--- src/rtl/md_stall_ctrl_if.sv ---
// Handshake bundle between the pipeline hazard logic and the HI/LO scheduler.
// The master is the pipeline side; the slave is md_stall_ctrl.
interface md_stall_ctrl_if;
    logic       StartE;
    logic [1:0] OpE;
    logic       MDUseD;
    logic       DataStallD;
    logic       StallF;
    logic       StallD;
    logic       FlushE;
    logic       Busy;
    logic       Done;
    logic [1:0] State;
    logic [3:0] BusyCnt;

    modport master (
        output StartE, OpE, MDUseD, DataStallD,
        input  StallF, StallD, FlushE, Busy, Done, State, BusyCnt
    );

    modport slave (
        input  StartE, OpE, MDUseD, DataStallD,
        output StallF, StallD, FlushE, Busy, Done, State, BusyCnt
    );
endinterface

--- src/rtl/md_stall_ctrl.sv ---
// Multiply/divide busy tracker and F/D stall + D/E bubble controller.
// An MD-touching instruction in D waits until the HI/LO unit commits.
module md_stall_ctrl #(
    parameter int MULT_CYCLES = 5,
    parameter int DIV_CYCLES  = 10
) (
    input logic            Clk,
    input logic            Reset,
    md_stall_ctrl_if.slave md
);
    typedef enum logic [1:0] {
        S_IDLE = 2'b00,
        S_MULT = 2'b01,
        S_DIV  = 2'b10,
        S_BAD  = 2'b11
    } state_t;

    localparam logic [3:0] MULT_N = 4'(MULT_CYCLES);
    localparam logic [3:0] DIV_N  = 4'(DIV_CYCLES);

    state_t     state, state_nxt;
    logic [3:0] cnt, cnt_nxt;
    logic       busy;
    logic       md_stall;
    logic       stall;

    always_ff @(posedge Clk) begin
        if (Reset) begin
            state <= S_IDLE;
            cnt   <= 4'd0;
        end else begin
            state <= state_nxt;
            cnt   <= cnt_nxt;
        end
    end

    always_comb begin
        state_nxt = state;
        cnt_nxt   = cnt;
        case (state)
            S_IDLE: begin
                if (md.StartE) begin
                    if (md.OpE[1]) begin
                        state_nxt = S_DIV;
                        cnt_nxt   = DIV_N;
                    end else begin
                        state_nxt = S_MULT;
                        cnt_nxt   = MULT_N;
                    end
                end else begin
                    cnt_nxt = 4'd0;
                end
            end
            S_MULT, S_DIV: begin
                // A start seen while busy is ignored; the count runs on regardless.
                if (cnt <= 4'd1) begin
                    state_nxt = S_IDLE;
                    cnt_nxt   = 4'd0;
                end else begin
                    cnt_nxt = cnt - 4'd1;
                end
            end
            default: begin
                state_nxt = S_IDLE;
                cnt_nxt   = 4'd0;
            end
        endcase
    end

    assign busy = (state == S_MULT) || (state == S_DIV);

    // The StartE term covers the launch cycle, before Busy has risen.
    assign md_stall = md.MDUseD && (busy || md.StartE);
    assign stall    = md_stall || md.DataStallD;

    assign md.Busy    = busy;
    assign md.Done    = busy && (cnt == 4'd1);
    assign md.StallF  = stall;
    assign md.StallD  = stall;
    assign md.FlushE  = stall;
    assign md.State   = state;
    assign md.BusyCnt = cnt;
endmodule

--- src/flat_wrapper.sv ---
// flat-port wrapper written by rule: the top's interface ports become plain ports
module md_stall_ctrl_flat 
#(
    parameter int MULT_CYCLES = 5,
    parameter int DIV_CYCLES  = 10
)
  (Clk, Reset, md_StartE, md_OpE, md_MDUseD, md_DataStallD, md_StallF, md_StallD, md_FlushE, md_Busy, md_Done, md_State, md_BusyCnt);
  md_stall_ctrl_if md_i ();
  input logic Clk;
  input logic Reset;
  input wire logic [$bits(md_i.StartE)-1:0] md_StartE;
  input wire logic [$bits(md_i.OpE)-1:0] md_OpE;
  input wire logic [$bits(md_i.MDUseD)-1:0] md_MDUseD;
  input wire logic [$bits(md_i.DataStallD)-1:0] md_DataStallD;
  output wire logic [$bits(md_i.StallF)-1:0] md_StallF;
  output wire logic [$bits(md_i.StallD)-1:0] md_StallD;
  output wire logic [$bits(md_i.FlushE)-1:0] md_FlushE;
  output wire logic [$bits(md_i.Busy)-1:0] md_Busy;
  output wire logic [$bits(md_i.Done)-1:0] md_Done;
  output wire logic [$bits(md_i.State)-1:0] md_State;
  output wire logic [$bits(md_i.BusyCnt)-1:0] md_BusyCnt;
  assign md_i.StartE = md_StartE;
  assign md_i.OpE = md_OpE;
  assign md_i.MDUseD = md_MDUseD;
  assign md_i.DataStallD = md_DataStallD;
  assign md_StallF = md_i.StallF;
  assign md_StallD = md_i.StallD;
  assign md_FlushE = md_i.FlushE;
  assign md_Busy = md_i.Busy;
  assign md_Done = md_i.Done;
  assign md_State = md_i.State;
  assign md_BusyCnt = md_i.BusyCnt;
  md_stall_ctrl #(.MULT_CYCLES(MULT_CYCLES), .DIV_CYCLES(DIV_CYCLES)) u_core (.Clk(Clk), .Reset(Reset), .md(md_i));
endmodule
--- config.mk ---
export PLATFORM = sky130hd
export DESIGN_NAME = md_stall_ctrl_flat
export DESIGN_NICKNAME = d
export VERILOG_FILES = /design/src/rtl/md_stall_ctrl_if.sv /design/src/rtl/md_stall_ctrl.sv /design/src/flat_wrapper.sv
export SDC_FILE = /design/constraint.sdc
export NUM_CORES = 1
export LEC_CHECK = 0
export CAP_MARGIN = 15
export CORE_AREA = 2 2 39 41
export CTS_CLUSTER_DIAMETER = 40
export DETAILED_ROUTE_END_ITERATION = 12
export DIE_AREA = 0 0 41 43
export PLACE_DENSITY = 0.65
export SYNTH_ARGS = -nofsm -noshare
export SYNTH_HDL_FRONTEND = slang
export SYNTH_SLANG_ARGS = --single-unit
--- constraint.sdc ---
create_clock -name Clk -period 3 [get_ports Clk]
set_input_delay 0.75 -clock Clk [delete_from_list [all_inputs] [get_ports Clk]]
set_output_delay 0.75 -clock Clk [all_outputs]
set_load 0.01 [all_outputs]
======== Word-level counts from Yosys, hierarchy flattened ========
Cells that the tools add are included.
storage, ports and cells
  register bits ........................... 6
  output and inout port bits .............. 11
  logic and storage cells ................. 25
operators by class
  add/sub/neg operators ................... 1
  magnitude comparators ................... 1
  eq/ne operators ......................... 5
  muxes and demuxes ....................... 8
  reductions and logical operators ........ 8
operators with widths
  kind                 number
  $mux 4               3
  $pmux 4 s2           1
  $mux 2               3
  $eq 4x1->1 const B   1
  $le 4x1->1 const B   1
  $pmux 2 s2           1
  $sub 4x1->4 const B  1
  $logic_or 1x1->1     3
  $eq 2x1->1 const B   1
  $eq 2x2->1 const B   1
  $logic_and 1x1->1    2
  $logic_not 2->1      1
  $ne 2x1->1 const B   1
  $ne 2x2->1 const B   1
  $reduce_and 2->1     1
  $reduce_or 2->1      1

======== Depth between registers and ports, before layout ========
  depth in word-level cells ............... 5
  mapped depth ............................ 6
  depth with buffers taken out ............ 6

======== Worst setup path after synthesis ========
Ideal clock, no wire load.
  kind .................................... register to output
  start ................................... register u_core.state[0] (netlist: u_core.md.State[0])
  end ..................................... output md_StallD
  arrival time ............................ 1.272 ns
  data required time ...................... 2.250 ns
  setup slack ............................. 0.978 ns
  cell stages (with the launch flop) ...... 6
  buffers on the path ..................... 1
  path through ............................ dfxtp_1 -> inv_1 -> ha_1 -> o21ai_0 -> nand2b_1 -> buf_4
on the way
  cells in the longest elaborated chain, start to end .. 5
  elaborated cells on any way between the ends .. 6
  those cells by class .................... 2 x eq/ne; 4 x reduce/logical
RTL lines
  item                                             line                 text
  start: declaration                               md_stall_ctrl.sv:21  state_t state, state_nxt;
  start signal: assignment                         md_stall_ctrl.sv:32  state <= state_nxt;
  $eq 2x1->1 / $eq 2x2->1 (equally long branches)  md_stall_ctrl.sv:70  assign busy = (state == S_MULT) || (state == S_DIV);
  $logic_or 1x1->1 *                               md_stall_ctrl.sv:70
  net md_Busy                                      flat_wrapper.sv:18   output wire logic [$bits(md_i.Busy)-1:0] md_Busy;
  $logic_or 1x1->1 *                               md_stall_ctrl.sv:73  assign md_stall = md.MDUseD && (busy || md.StartE);
  $logic_and 1x1->1 *                              md_stall_ctrl.sv:73
  $logic_or 1x1->1 *                               md_stall_ctrl.sv:74  assign stall = md_stall || md.DataStallD;
  end: declaration                                 flat_wrapper.sv:16   output wire logic [$bits(md_i.StallD)-1:0] md_StallD;
The timed path passes the listed nets; every way through them passes the cells marked *.

======== Final worst setup path ========
  start ................................... input md_StartE
  end ..................................... output md_FlushE
on the way
  cells in the longest elaborated chain, start to end .. 3
RTL lines
  item                line                 text
  start: declaration  flat_wrapper.sv:11   input wire logic [$bits(md_i.StartE)-1:0] md_StartE;
  $logic_or 1x1->1    md_stall_ctrl.sv:73
  $logic_and 1x1->1   md_stall_ctrl.sv:73
  $logic_or 1x1->1    md_stall_ctrl.sv:74
  end: declaration    flat_wrapper.sv:17   output wire logic [$bits(md_i.FlushE)-1:0] md_FlushE;
Every way passes these cells.

==> summary.md <==
| Metric | Value |
|---|---|
| Status | `complete, no violations` |
| Worst slew pin tran | `roughly 0.25 ns` |
| Max stage delay on crit path | `between 0.5 and 0.6 ns` |
| # IOs | `18` |
| Top cell by count, worst path | `clkdlybuf4s50_1` |
| Critical path launch point type | `primary input` |
| P_int | `around 0.00017 W` |
| Worst Setup End Kind | `primary output` |
| Worst-skew pair later-pin latency | `roughly 0.24 ns` |
| Synth area leader | `dfxtp_1` |
| Setup CP Type | `in -> out` |
| Setup TNS | `0 ns` |
| CTS resizes | `0` |
| H-tree depth | `1` |
| Switching Fraction | `0.2730` |
| Synth Register Bits | `6` |
| Worst Path Required | `roughly 2.3 ns` |
| Chip Height | `between 40 and 50 um` |
| Post-CTS setup buffers | `0` |
| Worst R2R Setup Slack | `~1.6 ns` |
| Post-DP HPWL | `~610 um` |
| Number of synthesized flops with an enable pin | `0` |
| Largest net degree at the start of global routing | `9` |
| Final nets | `between 70 and 80` |
| Detailed Route Iter0 Violations | `3` |
| Fin crit period | `2.756 ns` |
| Syn. warnings | `0` |
| Hold Crit Endpoint | `u_core.md.State[1]` |
| Top Family by Delay on Critical Path | `buffers and inverters` |
| Slowest CP cell | `clkdlybuf4s50_1` |
| Max-cap violations | `0` |
| Hold Violations, Final | `0` |
| TritonCTS clock tree | `done` |
| Max IR drop VDD | `a little under 0.2 mV` |
| Fillers | `158` |
| Min-delay src | `u_core.md.State[1]` |
| WP buf/inv | `2` |
| Placed cells | `73` |
| Net Count, Synth | `between 50 and 60` |
| Arr. time, crit path | `between 2 and 2.5 ns` |
| Fraction of layout cells with a size suffix above 1 | `0.06667` |
| Remaining DRCs | `0` |
| P_leak | `roughly 0.20 nW` |
| Setup Skew | `about 0.00033 ns` |
| Number of global-route vias before repair | `between 300 and 400` |
| Met2 global-route usage | `0.1500` |
| Die Wd | `around 41 um` |
| Hold crit path type | `reg -> reg` |
| Port Buffer Count | `16` |
| # diodes | `0` |
| Register area share after synthesis | `0.3429` |
| Via/cell ratio | `around 4.6` |
| Fmax | `approximately 360 MHz` |
| Hold Path Depth | `2` |
| Post-synthesis cell area | `about 350 sq um` |
| GR Layer Usage met1 | `0.1266` |
| M3 GR Usage | `0.06806` |
| Top cells by area, synth | `dfxtp_1 (34%), ha_1 (14%), a21oi_1 (8.6%)` |
| TritonCTS Buffers | `3` |
| Top Usage Layer GRT | `met2` |
| Cell Count, Final, Fillers Out | `between 70 and 80` |
| Crit share post-route | `0.9187` |
| Post-synth cell types | `17` |
| R2r startpoint | `u_core.md.State[0]` |
| Die area | `1763 sq um` |
| Placer Congestion | `just over 0.7` |
| Part of the power in combinational logic | `0.312` |
| Initial antenna violation count | `0` |
| CTS Hold Bufs | `0` |
| CTS sink cnt | `6` |
| Post-DP Area | `515.5 sq um` |
| RSZ-0062 raised after global routing | `false` |
| Post-Syn Area per Cell | `a little over 8 sq um` |
| Antenna-violating nets left | `0` |
| Post-Synthesis Cells | `43` |
| Worst-path maximum fanout | `4` |
| Setup violations, final | `0` |
| Core ar. | `1384 sq um` |
| Total wire length | `757 um` |
| Register-to-Register Path Depth | `5` |
| First-pass detailed-route iteration total | `2` |
| GRT overflow | `0` |
| Reg2reg end | `u_core.md.State[1]` |
| Worst slew margin | `0.8359` |
| Routed wire length per instance | `about 10 um` |
| Via count | `between 300 and 400` |
| Post-synth ARST share | `0` |
| Sequential cell fraction of total power | `0.392` |
| Cell area after layout | `around 540 sq um` |
| Power Density | `approximately 450 nW/um^2` |
| Worst-path cell chain | `clkdlybuf4s50_1 > o21ai_0 > nand2b_1 > clkdlybuf4s50_1` |
| Gr usage total | `0.1098` |
| Clk network pwr share | `0.296` |
| Clk buf depth | `2` |
| Final slew viol count | `0` |
| # rows | `14` |
| Root buf cell | `clkbuf_4` |
| Clk slew on worst S/H paths | `0.04 ns` |
| First-pass GRT wire length | `1.248 mm` |
| Top-area cell type share of the netlist area | `0.3429` |
| Switching pwr | `roughly 0.000065 W` |
| Initial Utilization | `0.2532` |
| Synth Flop Type | `dfxtp_1` |
| Area Growth Syn to Fin | `53.57%` |
==> state kept, by name (all words and copies together) (netlist names) <==
name / count
u_core.md.State: 2
u_core.md.BusyCnt: 4
==> through the flow <==
step | total power [W] | worst slack, ns | util | hold WS (ns)
floorplan | 0.0001357 | 0.9776 | - | 0.5161
global placement | 0.0001697 | 0.2503 | 0.3725 | 0.5040
detailed placement | 0.0001706 | 0.2330 | 0.3725 | 0.5141
CTS | 0.0002450 | 0.2323 | 0.3888 | 0.5233
global route | 0.0002613 | 0.1111 | 0.3888 | 0.5470
finish | 0.0002396 | 0.2440 | 0.3888 | 0.5171
==> tightest hold or removal path: stages, from the launching register on <==
cell     delay, ns
dfxtp_1       0.33
o21ai_0       0.08
a21oi_1       0.06
==> Yosys cell counts, drive strengths merged (2+ instances only) <==
master,count
ha,4
nand2b,2
inv,4
o21ai,3
buf,2
xor2,2
a21oi,6
dfxtp,6
nor3,2
or2,3
nand2,4
==> power by group through the flow <==
| stage | registers (W) | logic, W | clock network [W] |
|---|---|---|---|
| after floorplan | 0.0000974 | 0.0000383 | 0 |
| after global placement | 0.0000952 | 0.0000745 | 0 |
| after detailed placement | 0.0000955 | 0.0000752 | 0 |
| after CTS | 0.0000941 | 0.0000763 | 0.0000745 |
| after global routing | 0.0000952 | 0.0000828 | 0.0000832 |
| final | 0.0000939 | 0.0000748 | 0.0000709 |
==> worst max-delay path by stage <==
| stage | start | end | slack, ns | depth (start not counted) |
|---|---|---|---|---|
| final | md_StartE | md_FlushE | 0.24 | 4 |
| after global routing | md_StartE | md_FlushE | 0.11 | 4 |
| after CTS | md_StartE | md_FlushE | 0.23 | 4 |
| after detailed placement | md_StartE | md_FlushE | 0.23 | 4 |
| after global placement | md_StartE | md_StallD | 0.25 | 4 |
| after floorplan | u_core.md.State[0] | md_StallD | 0.98 | 5 |
==> kinds of logic after synthesis <==
kind of cell | Yosys count | synth area share
AND/OR/NAND/NOR | 15 | 0.2250
AO/OA/AOI/OAI | 10 | 0.1536
buffers and inverters | 6 | 0.08569
flip-flops | 6 | 0.3429
adder cells (fa/ha/maj) | 4 | 0.1429
XOR/XNOR | 2 | 0.05001
==> placed cells by master (no fill, tap or decap) <==
master / instances
a21oi_1: 6
clkbuf_4: 3
clkdlybuf4s50_1: 16
dfxtp_1: 6
ha_1: 4
inv_1: 4
nand2_1: 4
nand2b_1: 2
nand3_1: 1
nand3b_1: 1
nor2_1: 1
nor2b_1: 1
nor3_1: 2
o21ai_0: 3
o31a_1: 1
or2_0: 2
or2_2: 1
xor2_1: 2
==> metal layers <==
| metal | share of wire | wire, um | vias to the layer above |
|---|---|---|---|
| met5 | 0 | 0 | - |
| met4 | 0.011 | 8 | 0 |
| met3 | 0.11 | 82 | 2 |
| met2 | 0.48 | 366 | 13 |
| met1 | 0.39 | 299 | 155 |
| li1 | - | - | 180 |
==> final cells by class <==
class / count / area, sq um / area share
multi-input cells: 31 / 200.2 / 0.3721
repair buffers: 16 / 160.2 / 0.2977
flip-flops and latches: 6 / 120.1 / 0.2233
clock buffers: 3 / 22.52 / 0.04186
well taps: 16 / 20.02 / 0.03721
inverters: 4 / 15.01 / 0.02791
Note: power is estimated with default switching activity, not from simulation.
